**src/rtl/mem_access_unit_pkg.sv**
```systemverilog
// mem_access_unit_pkg: opcodes, size codes, FSM states and opcode helpers for the MEM-stage load/store unit.
package mem_access_unit_pkg;
  localparam logic [5:0] OP_LB  = 6'h20;
  localparam logic [5:0] OP_LH  = 6'h21;
  localparam logic [5:0] OP_LW  = 6'h23;
  localparam logic [5:0] OP_LBU = 6'h24;
  localparam logic [5:0] OP_LHU = 6'h25;
  localparam logic [5:0] OP_SB  = 6'h28;
  localparam logic [5:0] OP_SH  = 6'h29;
  localparam logic [5:0] OP_SW  = 6'h2b;
  localparam logic [1:0] SIZE_B = 2'd0;
  localparam logic [1:0] SIZE_H = 2'd1;
  localparam logic [1:0] SIZE_W = 2'd2;
  typedef enum logic [2:0] {S_IDLE, S_REQ, S_WAIT, S_DONE, S_DISCARD} state_t;
  function automatic logic is_load(input logic [5:0] op);
    return op inside {OP_LB, OP_LBU, OP_LH, OP_LHU, OP_LW};
  endfunction
  function automatic logic is_store(input logic [5:0] op);
    return op inside {OP_SB, OP_SH, OP_SW};
  endfunction
  function automatic logic [1:0] op_size(input logic [5:0] op);
    return (op == OP_LW || op == OP_SW) ? SIZE_W :
           (op == OP_LH || op == OP_LHU || op == OP_SH) ? SIZE_H : SIZE_B;
  endfunction
  // low address bits that must be zero for a naturally aligned access
  function automatic logic [1:0] align_bits(input logic [5:0] op);
    return op_size(op) == SIZE_W ? 2'b11 : op_size(op) == SIZE_H ? 2'b01 : 2'b00;
  endfunction
endpackage

```
**src/rtl/mem_lane_align.sv**
```systemverilog
// mem_lane_align: store lane replication and strobes, plus load byte/half extraction with sign/zero extension.
module mem_lane_align
  import mem_access_unit_pkg::*;
(
  input  logic [5:0]  op,
  input  logic [1:0]  addr,
  input  logic [31:0] wdata,
  input  logic [31:0] rword,
  output logic [31:0] wdata_lane,
  output logic [3:0]  wstrb,
  output logic [1:0]  size,
  output logic [31:0] rdata_ext
);
  logic [7:0]  b;
  logic [15:0] h;
  always_comb begin
    b = 8'(rword >> {addr, 3'b000});
    h = addr[1] ? rword[31:16] : rword[15:0];
    size = op_size(op);
    wdata_lane = op == OP_SB ? {4{wdata[7:0]}} : op == OP_SH ? {2{wdata[15:0]}} : op == OP_SW ? wdata : '0;
    wstrb = op == OP_SB ? 4'b0001 << addr : op == OP_SH ? 4'b0011 << {addr[1], 1'b0} : op == OP_SW ? 4'b1111 : 4'b0000;
    rdata_ext = op == OP_LB  ? {{24{b[7]}}, b} :
                op == OP_LBU ? {24'b0, b} :
                op == OP_LH  ? {{16{h[15]}}, h} :
                op == OP_LHU ? {16'b0, h} : rword;
  end
endmodule

```
**src/rtl/mem_access_unit.sv**
```systemverilog
// mem_access_unit: MEM-stage load/store engine with SRAM-like request/response handshake and pipeline stall.
// Define MEM_ADDR_EXC_EN to raise adel_o/ades_o on misaligned accesses instead of silently aligning them.
module mem_access_unit
  import mem_access_unit_pkg::*;
#(
  parameter int ADDR_W = 32,
  parameter int DATA_W = 32
) (
  input  logic              clk,
  input  logic              rst,
  input  logic              en_i,
  input  logic [5:0]        op_i,
  input  logic [ADDR_W-1:0] addr_i,
  input  logic [DATA_W-1:0] wdata_i,
  input  logic              flush_i,
  output logic              stall_o,
  output logic [DATA_W-1:0] rdata_o,
  output logic              rdata_valid_o,
  output logic              adel_o,
  output logic              ades_o,
  output logic [ADDR_W-1:0] bad_addr_o,
  output logic              data_req,
  output logic              data_wr,
  output logic [1:0]        data_size,
  output logic [ADDR_W-1:0] data_addr,
  output logic [DATA_W-1:0] data_wdata,
  output logic [3:0]        data_wstrb,
  input  logic              data_addr_ok,
  input  logic              data_data_ok,
  input  logic [DATA_W-1:0] data_rdata
);
  state_t state, next, after_accept;
  logic [5:0] req_op;
  logic [ADDR_W-1:0] req_addr, eff_addr;
  logic [DATA_W-1:0] req_wdata, load_ext;
  logic mem_op, misaligned, start, resp;

  assert property (@(posedge clk) DATA_W == 32);

  assign mem_op = en_i && (is_load(op_i) || is_store(op_i));
`ifdef MEM_ADDR_EXC_EN
  assign misaligned = |(addr_i[1:0] & align_bits(op_i));
  assign adel_o = mem_op && is_load(op_i) && misaligned;
  assign ades_o = mem_op && is_store(op_i) && misaligned;
  assign bad_addr_o = (adel_o || ades_o) ? addr_i : '0;
  assign eff_addr = addr_i;
`else
  assign misaligned = 1'b0;
  assign adel_o = 1'b0;
  assign ades_o = 1'b0;
  assign bad_addr_o = '0;
  assign eff_addr = {addr_i[ADDR_W-1:2], addr_i[1:0] & ~align_bits(op_i)};
`endif
  assign start = mem_op && !flush_i && !misaligned;
  // gated by rst so the hold drops in the same cycle an asynchronous reset arrives
  assign stall_o = !rst && ((state == S_IDLE && start) || state == S_REQ || state == S_WAIT ||
                            (state == S_DISCARD && mem_op));
  assign data_req = state == S_REQ;
  assign data_wr = is_store(req_op);
  assign data_addr = req_addr;
  assign rdata_valid_o = state == S_DONE && is_load(req_op);
  assign resp = data_data_ok && (state == S_WAIT || (state == S_REQ && data_addr_ok));

  mem_lane_align u_align (
    .op        (req_op),
    .addr      (req_addr[1:0]),
    .wdata     (req_wdata),
    .rword     (data_rdata),
    .wdata_lane(data_wdata),
    .wstrb     (data_wstrb),
    .size      (data_size),
    .rdata_ext (load_ext)
  );

  always_ff @(posedge clk or posedge rst)
    if (rst) state <= S_IDLE;
    else state <= next;

  // once the port has accepted a request its response must still be drained on a flush
  always_comb begin
    after_accept = flush_i ? (data_data_ok ? S_IDLE : S_DISCARD) : (data_data_ok ? S_DONE : S_WAIT);
    next = state;
    case (state)
      S_IDLE:    next = start ? S_REQ : S_IDLE;
      S_REQ:     next = data_addr_ok ? after_accept : (flush_i ? S_IDLE : S_REQ);
      S_WAIT:    next = after_accept;
      S_DONE:    next = S_IDLE;
      S_DISCARD: next = data_data_ok ? S_IDLE : S_DISCARD;
      default:   next = S_IDLE;
    endcase
  end

  always_ff @(posedge clk or posedge rst)
    if (rst) begin
      req_op <= '0;
      req_addr <= '0;
      req_wdata <= '0;
    end else if (state == S_IDLE && start) begin
      req_op <= op_i;
      req_addr <= eff_addr;
      req_wdata <= wdata_i;
    end

  always_ff @(posedge clk or posedge rst)
    if (rst) rdata_o <= '0;
    else if (resp && !flush_i && is_load(req_op)) rdata_o <= load_ext;
endmodule

```
**config.mk**
```make
export PLATFORM = sky130hd
export DESIGN_NAME = mem_access_unit
export DESIGN_NICKNAME = d
export VERILOG_FILES = /design/src/rtl/mem_access_unit_pkg.sv /design/src/rtl/mem_lane_align.sv /design/src/rtl/mem_access_unit.sv
export SDC_FILE = /design/constraint.sdc
export NUM_CORES = 1
export LEC_CHECK = 0
export ABC_CLOCK_PERIOD_IN_PS = 5610
export CAP_MARGIN = 20
export CORE_ASPECT_RATIO = 1.5
export CORE_MARGIN = 8
export CORE_UTILIZATION = 47
export CTS_BUF_LIST = sky130_fd_sc_hd__clkbuf_4 sky130_fd_sc_hd__clkbuf_8
export DETAILED_ROUTE_END_ITERATION = 8
export GPL_ROUTABILITY_DRIVEN = 0
export GPL_TIMING_DRIVEN = 1
export PLACE_DENSITY_LB_ADDON = 0.2
export SYNTH_ARGS = -nofsm -noshare
export SYNTH_HDL_FRONTEND = slang
export SYNTH_SLANG_ARGS = --single-unit
```
**constraint.sdc**
```tcl
create_clock -name clk -period 5.61 [get_ports clk]
set_input_delay 1.122 -clock clk [delete_from_list [all_inputs] [get_ports clk]]
set_output_delay 1.122 -clock clk [all_outputs]
set_load 0.005 [all_outputs]
```
==> reports/results.ini, run 1 <==
[run_status]
outcome=completed

[finish]
drive_gt1_share_pct=16.3
final_cell_mix=clkdlybuf4s50_1, dfrtp_1, mux2_2
nNetsFinal=783
area_growth_pct=42.5
layout_commonest_cell=clkdlybuf4s50_1

[critical_path]
crit_type=input port to output pin
startpoint_type=input port
regToRegSetupSlack_ns=2.99
end_kind=output pin
required_ns=4.49
r2r_cells=4
cp.arrival_ns=2.98
worstPathMaxFanout=2
r2r-end=rdata_o[25]$_DFFE_PP0P_
rr_startpoint=req_op[3]$_DFFE_PP0P_

[hold_path]
min_from=data_addr[31]$_DFFE_PP0P_
min_to=data_addr[31]$_DFFE_PP0P_
whs_path_depth=1
hold_path_class=flop to flop

[floorplanning]
start_util_pct=47.9
io_pins=248
rows=48
die_h_um=148
dieArea_mm2=0.0155
die_w_um=104
placeableCoreArea_mm2=0.0115

[cts]
cts_setup_buffers=0
hold_buffers=0
htreeDepth=3
insertion_delay_ns=0.37
cts.clk_slew.worst_paths_ns=0.10
numCtsBuffers=9
clock-sinks=105
cts_root_buffer=clkbuf_8
cts_resized=0
cts_tree=done
clockBufferDepth=2

[power_and_ir_drop]
power.density_mw_per_mm2=359
swShare_pct=32.3
p_comb_share_pct=41.7
p_sw_w=0.000910
p_int_w=0.00190
seqPwrFrac_pct=42.0
pwr-share-clk_pct=16.3
max-vdd-ir-drop_mv=0.187
finalPower_w=0.00281
p_leak_nw=3.24

[synthesis]
ys_seq_elements=105
syn_inst=476
syn_area_mm2=0.00550
yosysWarningCount=0
synth-edff-count=0
avgSynthCellArea_um2=11.5
yosysSeqAreaShare_pct=47.8
synth.distinct_cells=49
synth-main-ff-cell=dfrtp_1
synthArstFlopShare_pct=100

[timing]
setup_tns_ns=0
min_period_over_period_pct=73.2
hold_violations=0
rsz0062_at_grt=no
slew_headroom_pct=29.5
tightestPinTransition_ns=1.06
clock.fmax_ghz=0.244
drv_slew=0
skew_ns=0.0119
finalSetupViolCount=0
finalWorstSetupSlack_ns=1.50
period_needed_ns=4.11

[routing]
vias_per_cell=5.58
first_pass_iters=4
dr.first_iter.drc_count=190
drc=0
vias=4636
wl_mm=17.3
routedWlPerCell_um=20.9
ant_nets=0

[flow_run]
drv_cap=0

[grt]
grt_use_met3_pct=8.88
gr-total-overflow=0
grtUsageTotal_pct=22.0
grt_max_degree=74
grt_pass1_wl_mm=27.2
met2_usage_pct=38.8
busiest_layer=met2
grt_pass1_vias=4929
antenna_found_initial=1
gr-usage-met1_pct=22.6

[placed_design]
io_buffers=213
dpl_worst_slack_ns=1.53
hpwlAfterDp_mm=13.2

[how the worst max path moves through the flow]
stage,from,end,slack (ns),cells after the start
after global routing,req_op[1]$_DFFE_PP0P_,data_wdata[7],1.39,5
after floorplan,rst,data_addr[0]$_DFFE_PP0P_,1.73,1
final,en_i,stall_o,1.50,6
after detailed placement,en_i,stall_o,1.53,6
after CTS,en_i,stall_o,1.49,6
after global placement,en_i,stall_o,1.55,6
[worst max-delay path: stages]
cell and delay (ns):
clkdlybuf4s50_1 0.44, nor3b_1 0.42, o211ai_1 0.16, o22a_1 0.23
nor2_1 0.09, clkdlybuf4s50_1 0.51
[power groups by stage]
stage / logic, W / clock network [W] / registers [W]
final: 0.00117 / 0.000459 / 0.00118
after detailed placement: 0.00118 / 0 / 0.00120
after global placement: 0.00115 / 0 / 0.00118
after global routing: 0.00126 / 0.000501 / 0.00121
after floorplan: 0.000569 / 0 / 0.00114
after CTS: 0.00119 / 0.000469 / 0.00118
[cells in the mapped netlist (5+ instances only)]
cell | instances | area share (%)
mux2_2 | 67 | 14
a2bb2oi_1 | 19 | 3.0
buf_4 | 38 | 5.2
nand2_1 | 12 | 0.82
mux4_2 | 8 | 3.3
o21ai_0 | 36 | 3.3
nor2_1 | 8 | 0.55
nor2b_1 | 12 | 1.4
o22a_1 | 8 | 1.3
nand3_1 | 17 | 1.5
nand2b_1 | 5 | 0.57
a21o_1 | 8 | 1.1
clkbuf_1 | 13 | 0.89
a21oi_1 | 19 | 1.7
a31oi_1 | 7 | 0.80
a22o_1 | 31 | 4.9
inv_1 | 7 | 0.48
dfrtp_1 | 105 | 48
buf_2 | 15 | 1.4
[logic make-up (layout without fill, tap and decap cells)]
logic type / Yosys count / after routing / share of synthesized area (%)
AO/OA/AOI/OAI: 140 / 140 / 18.1
flip-flops: 105 / 105 / 47.8
multiplexers: 77 / 77 / 17.4
AND/OR/NAND/NOR: 76 / 76 / 8.01
buffers and inverters: 76 / 247 / 8.47
other: 1 / 35 / 0.0682
XOR/XNOR: 1 / 1 / 0.159
[area by class of cell]
class	count	area, um^2
fillers	864	3640
flip-flops and latches	105	2630
multi-input cells	328	2560
repair buffers	224	2240
well taps	150	188
clock buffers	13	166
inverters	7	28.8
clock inverters	3	23.8
diodes	1	2.50
[registers in the layout (all words and copies together), names as in the netlist]
register   flops
data_addr     32
rdata_o       32
req_wdata     32
req_op         6
state          3
[per-layer routing]
metal  part of all wire, %  vias up
met5                     0        -
met4                   3.0        0
met3                   9.7       31
met2                    53      219
met1                    34     2300
li1                      -     2086
[metrics by stage]
stage / util [%] / cells / area (um^2) / hold slack (ns)
2_1_floorplan: - / 509 / 5620 / 0.474
3_3_place_gp: 66.2 / 811 / 7590 / 0.487
3_5_place_dp: 66.3 / 812 / 7610 / 0.491
4_1_cts: 68.0 / 828 / 7800 / 0.515
5_1_grt: 68.3 / 831 / 7830 / 0.521
6_report: 68.3 / 831 / 7830 / 0.515
(Power assumes the default switching activity.)
==> run 2: changes to the inputs <==
--- a/config.mk
+++ b/config.mk
@@ -5,11 +5,11 @@
 export SDC_FILE = /design/constraint.sdc
 export NUM_CORES = 1
 export LEC_CHECK = 0
-export ABC_CLOCK_PERIOD_IN_PS = 5610
+export ABC_CLOCK_PERIOD_IN_PS = 4210
 export CAP_MARGIN = 20
 export CORE_ASPECT_RATIO = 1.5
 export CORE_MARGIN = 8
-export CORE_UTILIZATION = 47
+export CORE_UTILIZATION = 43
 export CTS_BUF_LIST = sky130_fd_sc_hd__clkbuf_4 sky130_fd_sc_hd__clkbuf_8
 export DETAILED_ROUTE_END_ITERATION = 8
 export GPL_ROUTABILITY_DRIVEN = 0
==> constraint.sdc (replaced) <==
create_clock -name clk -period 4.21 [get_ports clk]
set_input_delay 0.842 -clock clk [delete_from_list [all_inputs] [get_ports clk]]
set_output_delay 0.842 -clock clk [all_outputs]
set_load 0.005 [all_outputs]
==> run 2 against run 1 <==
Global-route usage down 1.5 points. Clock skew fell by 0.0013 ns. Clock-buffer cell count down 4. Utilization fell by 5.3 points. Final cell count grew 0.96%. Largest power group is now combinational cells. Combinational power increased by 36%. Sequential power is 31% higher. Largest cell class unchanged. Worst setup slack worse by 0.91 ns. Sequential share of layout area is 0.21 points lower.
==> reports/results.ini, run 2 (synthesis gave the netlist of run 1 again) <==
[critical_path]
cp.arrival_ns=2.77  ; -0.21 ns
end_kind=output pin
r2r-end=rdata_o[28]$_DFFE_PP0P_
startpoint_type=flop
crit_top_cell=nor2_1
rr_startpoint=req_op[3]$_DFFE_PP0P_
crit_slowest_cell=dfrtp_1
regToRegSetupSlack_ns=1.62  ; -1.37 ns
critical_path.max_stage_delay_ns=0.57  ; +0.06 ns
crit_type=flop to output pin
r2r_cells=4  ; unchanged
cp_cell_sequence=nand2b_1 > nor2_1 > nor2_1 > nor2b_1 > clkdlybuf4s50_1
worstPathMaxFanout=10  ; +8
required_ns=3.37  ; -1.12 ns

[floorplanning]
rows=50  ; +4.2%
dieArea_mm2=0.0167  ; +8.1%
start_util_pct=43.9  ; -4.0 points
placeableCoreArea_mm2=0.0125  ; +9.1%
io_pins=248  ; unchanged
die_w_um=108  ; +3.9%
die_h_um=154  ; +4.1%

[cts]
cts_resized=0  ; unchanged
numCtsBuffers=9  ; unchanged
cts_root_buffer=clkbuf_8
clockBufferDepth=2  ; unchanged
htreeDepth=3  ; unchanged
insertion_delay_ns=0.37  ; about the same
cts_tree=done
cts.clk_slew.worst_paths_ns=0.10  ; about the same
clock-sinks=105  ; unchanged
cts_setup_buffers=0  ; unchanged
hold_buffers=0  ; unchanged

[finish]
multi_input_comb_area_mm2=0.00256  ; unchanged
final_cell_mix=clkdlybuf4s50_1, dfrtp_1, mux2_2
final-seq-area_mm2=0.00263  ; unchanged
layout_commonest_cell=clkdlybuf4s50_1
drive_gt1_share_pct=16.7  ; +0.37 points
area_growth_pct=43.4
fillers=1040  ; +20%
diodes=0  ; -1
nNetsFinal=786  ; +0.38%

[power_and_ir_drop]
max-vdd-ir-drop_mv=0.328  ; +75%
seqPwrFrac_pct=40.2  ; -1.8 points
finalPower_w=0.00387  ; +37%
p_leak_nw=3.28  ; +1.0%
power.density_mw_per_mm2=490  ; +36%
p_comb_share_pct=41.0  ; -0.7 points
p_sw_w=0.00124  ; +36%
p_int_w=0.00263  ; +38%
swShare_pct=32.0  ; -0.32 points
pwr-share-clk_pct=18.8  ; +2.5 points

[hold_path]
whs_path_depth=1  ; unchanged
hold_path_class=flop to flop
min_from=data_addr[20]$_DFFE_PP0P_
min_to=data_addr[20]$_DFFE_PP0P_

[routing]
vias=4664  ; +0.60%
wl_mm=17.6  ; +1.4%
dr.first_iter.drc_count=149  ; -22%
first_pass_iters=4  ; unchanged
drc=0  ; unchanged
ant_nets=0  ; unchanged
vias_per_cell=5.56  ; -0.36%
routedWlPerCell_um=21.0  ; +0.41%

[timing]
finalSetupViolCount=0  ; unchanged
rsz0062_at_grt=no
setup_tns_ns=0  ; unchanged
clock.fmax_ghz=0.277
slew_headroom_pct=23.4  ; -6.0 points
drv_slew=0  ; unchanged
hold_violations=0  ; unchanged
tightestPinTransition_ns=1.15  ; +0.0899 ns
period_needed_ns=3.61
skew_ns=0.0106  ; -0.00132 ns
min_period_over_period_pct=85.8

[placed_design]
hpwlAfterDp_mm=13.6  ; +2.5%
io_buffers=213  ; unchanged

[grt]
grt_pass1_vias=4914  ; -0.30%
grt_pass1_wl_mm=26.9  ; -1.1%
grtUsageTotal_pct=20.5  ; -1.5 points
antenna_found_initial=0  ; -1
grt_max_degree=74  ; unchanged
gr-total-overflow=0  ; unchanged

[flow_run]
drv_cap=0  ; unchanged

[run_status]
outcome=completed

[run 2: worst max-delay path by stage]
stage                                startpoint                  endpoint  cells past startpoint  slack [ns]
final                     req_op[0]$_DFFE_PP0P_             data_wdata[7]                      5        0.60
after global placement                     en_i                   stall_o                      6        0.72
after global routing      req_op[0]$_DFFE_PP0P_             data_wdata[7]                      5        0.33
after detailed placement                   en_i                   stall_o                      6        0.68
after CTS                 req_op[0]$_DFFE_PP0P_             data_wdata[7]                      5        0.48
after floorplan                             rst  data_addr[0]$_DFFE_PP0P_                      1        0.61
[run 2: critical path: cells and delay by family, from the launching register on]
kind / cells / cell delay, ns
and+or+nand+nor: 4 / 1.29
DFF: 1 / 0.57
buffers and inverters: 1 / 0.53
[run 2: layout make-up]
cell class	count	area share, %
clock buffers	9	1.57
clock inverters	7	1.40
flip-flops and latches	105	33.3
inverters	7	0.365
well taps	156	2.48
repair buffers	227	28.4
multi-input cells	328	32.5
[run 2: through the flow]
stage | hold slack (ns) | setup slack (ns) | cells | util [%] | area [um^2]
global route | 0.539 | 0.330 | 839 | 63.0 | 7880
CTS | 0.517 | 0.477 | 839 | 63.0 | 7880
global placement | 0.488 | 0.717 | 823 | 61.1 | 7650
finish | 0.514 | 0.597 | 839 | 63.0 | 7880
detailed placement | 0.494 | 0.682 | 823 | 61.1 | 7650
floorplan | 0.474 | 0.607 | 509 | - | 5620
[run 2: power groups by stage]
stage	sequential (W)	combinational, W	clock, W
floorplan	0.00152	0.000758	0
global placement	0.00156	0.00157	0
detailed placement	0.00158	0.00160	0
CTS	0.00155	0.00161	0.000751
global route	0.00159	0.00171	0.000789
finish	0.00155	0.00159	0.000728
[run 2: layer usage]
| metal | part of all wire (%) | up-vias | routed length (um) | GRT usage [%] |
|---|---|---|---|---|
| met2 | 53 | 229 | 9300 | 36.5 |
| met3 | 11 | 25 | 1920 | 7.78 |
| met5 | 0 | - | 0 | 0 |
| li1 | - | 2103 | - | - |
| met1 | 34 | 2307 | 5910 | 20.7 |
| met4 | 2.5 | 0 | 446 | 8.06 |
==> run 3: changes to the inputs <==
--- a/config.mk
+++ b/config.mk
@@ -6,7 +6,7 @@
 export NUM_CORES = 1
 export LEC_CHECK = 0
 export ABC_CLOCK_PERIOD_IN_PS = 4210
-export CAP_MARGIN = 20
+export CAP_MARGIN = 40
 export CORE_ASPECT_RATIO = 1.5
 export CORE_MARGIN = 8
 export CORE_UTILIZATION = 43
==> run 3 against run 2 <==
Die area unchanged. Via count up 0.84%. Clock skew down 0.0030 ns. Register-to-register slack about the same. Non-clock buffer count up 2. Combinational power about the same. Critical endpoint is now data_wdata[2]. Largest cell class unchanged. Highest routed layer unchanged.
==> reports/results.ini, run 3 (synthesis gave the netlist of run 1 again) <==
[finish]
fillers=1033  ; -0.67%
diodes=0  ; unchanged
final_cell_mix=clkdlybuf4s50_1, dfrtp_1, mux2_2
nNetsFinal=788  ; +0.25%
layoutNonFillerInstCount=841  ; +0.24%
layout_commonest_cell=clkdlybuf4s50_1
drive_gt1_share_pct=16.9  ; +0.24 points
area_growth_pct=44.0

[timing]
tightestPinTransition_ns=0.930  ; -0.216 ns
skew_ns=0.00756  ; -0.00303 ns
min_period_over_period_pct=87.1  ; +1.3 points
rsz0062_at_grt=no
period_needed_ns=3.67  ; +0.0560 ns
setup_tns_ns=0  ; unchanged
clock.fmax_ghz=0.273  ; -1.5%
hold_violations=0  ; unchanged
finalSetupViolCount=0  ; unchanged
drv_slew=0  ; unchanged
slew_headroom_pct=37.9  ; +14 points

[floorplanning]
rows=50  ; unchanged
io_pins=248  ; unchanged
dieArea_mm2=0.0167  ; unchanged
die_w_um=108  ; unchanged
die_h_um=154  ; unchanged
placeableCoreArea_mm2=0.0125  ; unchanged
start_util_pct=43.9  ; unchanged

[critical_path]
crit_type=flop to output pin
rr_startpoint=req_op[3]$_DFFE_PP0P_
crit_top_cell=nor2_1
regToRegSetupSlack_ns=1.63  ; about the same
required_ns=3.37  ; about the same
r2r-end=rdata_o[31]$_DFFE_PP0P_
cp.arrival_ns=2.83  ; +0.06 ns
critical_path.max_stage_delay_ns=0.57  ; about the same
end_kind=output pin
r2r_cells=4  ; unchanged
cp_cell_sequence=nand2b_1 > nor2_1 > nor2_1 > nor2b_1 > clkdlybuf4s50_1
crit_start=req_op[0]$_DFFE_PP0P_
startpoint_type=flop
crit_slowest_cell=dfrtp_1
worstPathMaxFanout=10  ; unchanged

[hold_path]
min_to=rdata_o[10]$_DFFE_PP0P_
min_from=rdata_o[10]$_DFFE_PP0P_
hold_path_class=flop to flop
whs_path_depth=1  ; unchanged

[cts]
cts_root_buffer=clkbuf_8
clock-sinks=105  ; unchanged
htreeDepth=3  ; unchanged
clockBufferDepth=2  ; unchanged
cts_resized=0  ; unchanged
cts_setup_buffers=0  ; unchanged
cts.clk_slew.worst_paths_ns=0.10  ; about the same
cts_tree=done
insertion_delay_ns=0.37  ; about the same
hold_buffers=0  ; unchanged
numCtsBuffers=9  ; unchanged

[flow_run]
drv_cap=0  ; unchanged

[routing]
first_pass_iters=4  ; unchanged
drc=0  ; unchanged
wl_mm=17.7  ; +0.61%
ant_nets=0  ; unchanged
routedWlPerCell_um=21.0  ; +0.38%
vias=4703  ; +0.84%
dr.first_iter.drc_count=214  ; +44%
vias_per_cell=5.59  ; +0.60%

[grt]
gr-total-overflow=0  ; unchanged
grt_pass1_vias=5002  ; +1.8%
grt_max_degree=72  ; -2.7%
antenna_found_initial=0  ; unchanged
grt_pass1_wl_mm=27.5  ; +2.3%
grtUsageTotal_pct=21.0  ; +0.49 points

[placed_design]
placed_cells=825  ; +0.24%
io_buffers=213  ; unchanged
hpwlAfterDp_mm=13.7  ; +0.79%

[power_and_ir_drop]
p_leak_nw=3.30  ; +0.66%
max-vdd-ir-drop_mv=0.264  ; -20%
power.density_mw_per_mm2=490  ; -0.12%

[run_status]
outcome=completed

-- run 3: cell count changes in the layout (fill, tap and decap cells not counted) --
cell / before / now
buf_4: 14 / 15
clkinvlp_4: 1 / 0
inv_6: 1 / 2
clkinv_4: 0 / 1
inv_8: 3 / 2
buf_16: 0 / 1
-- run 3: where the power goes --
| group | leakage [nW] | total [W] | internal [W] | switching [W] |
|---|---|---|---|---|
| Clock | 0.118 | 0.000727 | 0.000349 | 0.000378 |
| Sequential | 1.31 | 0.00156 | 0.00132 | 0.000240 |
| Combinational | 1.87 | 0.00159 | 0.000967 | 0.000627 |
| Total | 3.30 | 0.00388 | 0.00263 | 0.00125 |
-- run 3: cell type report --
| class | instances | area (um^2) | area share [%] |
|---|---|---|---|
| Clock inverter | 7 | 109 | 1.38 |
| Inverter | 7 | 28.8 | 0.364 |
| Multi-Input combinational cell | 328 | 2560 | 32.3 |
| Clock buffer | 9 | 124 | 1.56 |
| Sequential cell | 105 | 2630 | 33.2 |
| Timing Repair Buffer | 229 | 2270 | 28.7 |
| Tap cell | 156 | 195 | 2.47 |
-- run 3: worst max path at each step --
stage / end / slack [ns]
finish: data_wdata[2] / 0.54
global route: data_wdata[0] / 0.33
CTS: data_wdata[0] / 0.47
detailed placement: stall_o / 0.67
global placement: stall_o / 0.72
floorplan: data_addr[0]$_DFFE_PP0P_ / 0.61
-- run 3: metrics by stage --
step                      instance area, um^2  hold WS, ns  power [W]  worst slack, ns  utilization, %
after floorplan                          5620        0.474    0.00228            0.607               -
after global placement                   7650        0.488    0.00313            0.717            61.1
after detailed placement                 7680        0.494    0.00318            0.673            61.4
after CTS                                7920        0.517    0.00392            0.472            63.3
after global routing                     7920        0.540    0.00411            0.332            63.3
final                                    7920        0.514    0.00388            0.541            63.3
-- run 3: critical path: cells and delay by family, from the launching register on --
family        cells  cell delay [ns]
buf+inv           1             0.54
simple gates      4             1.34
flops             1             0.57
-- run 3: layer usage --
metal / track usage (%) / vias up / wire [um]
met3: 7.99 / 35 / 1910
met1: 21.6 / 2335 / 5970
met2: 36.8 / 238 / 9250
met5: 0 / - / 0
met4: 8.51 / 0 / 567
li1: - / 2095 / -
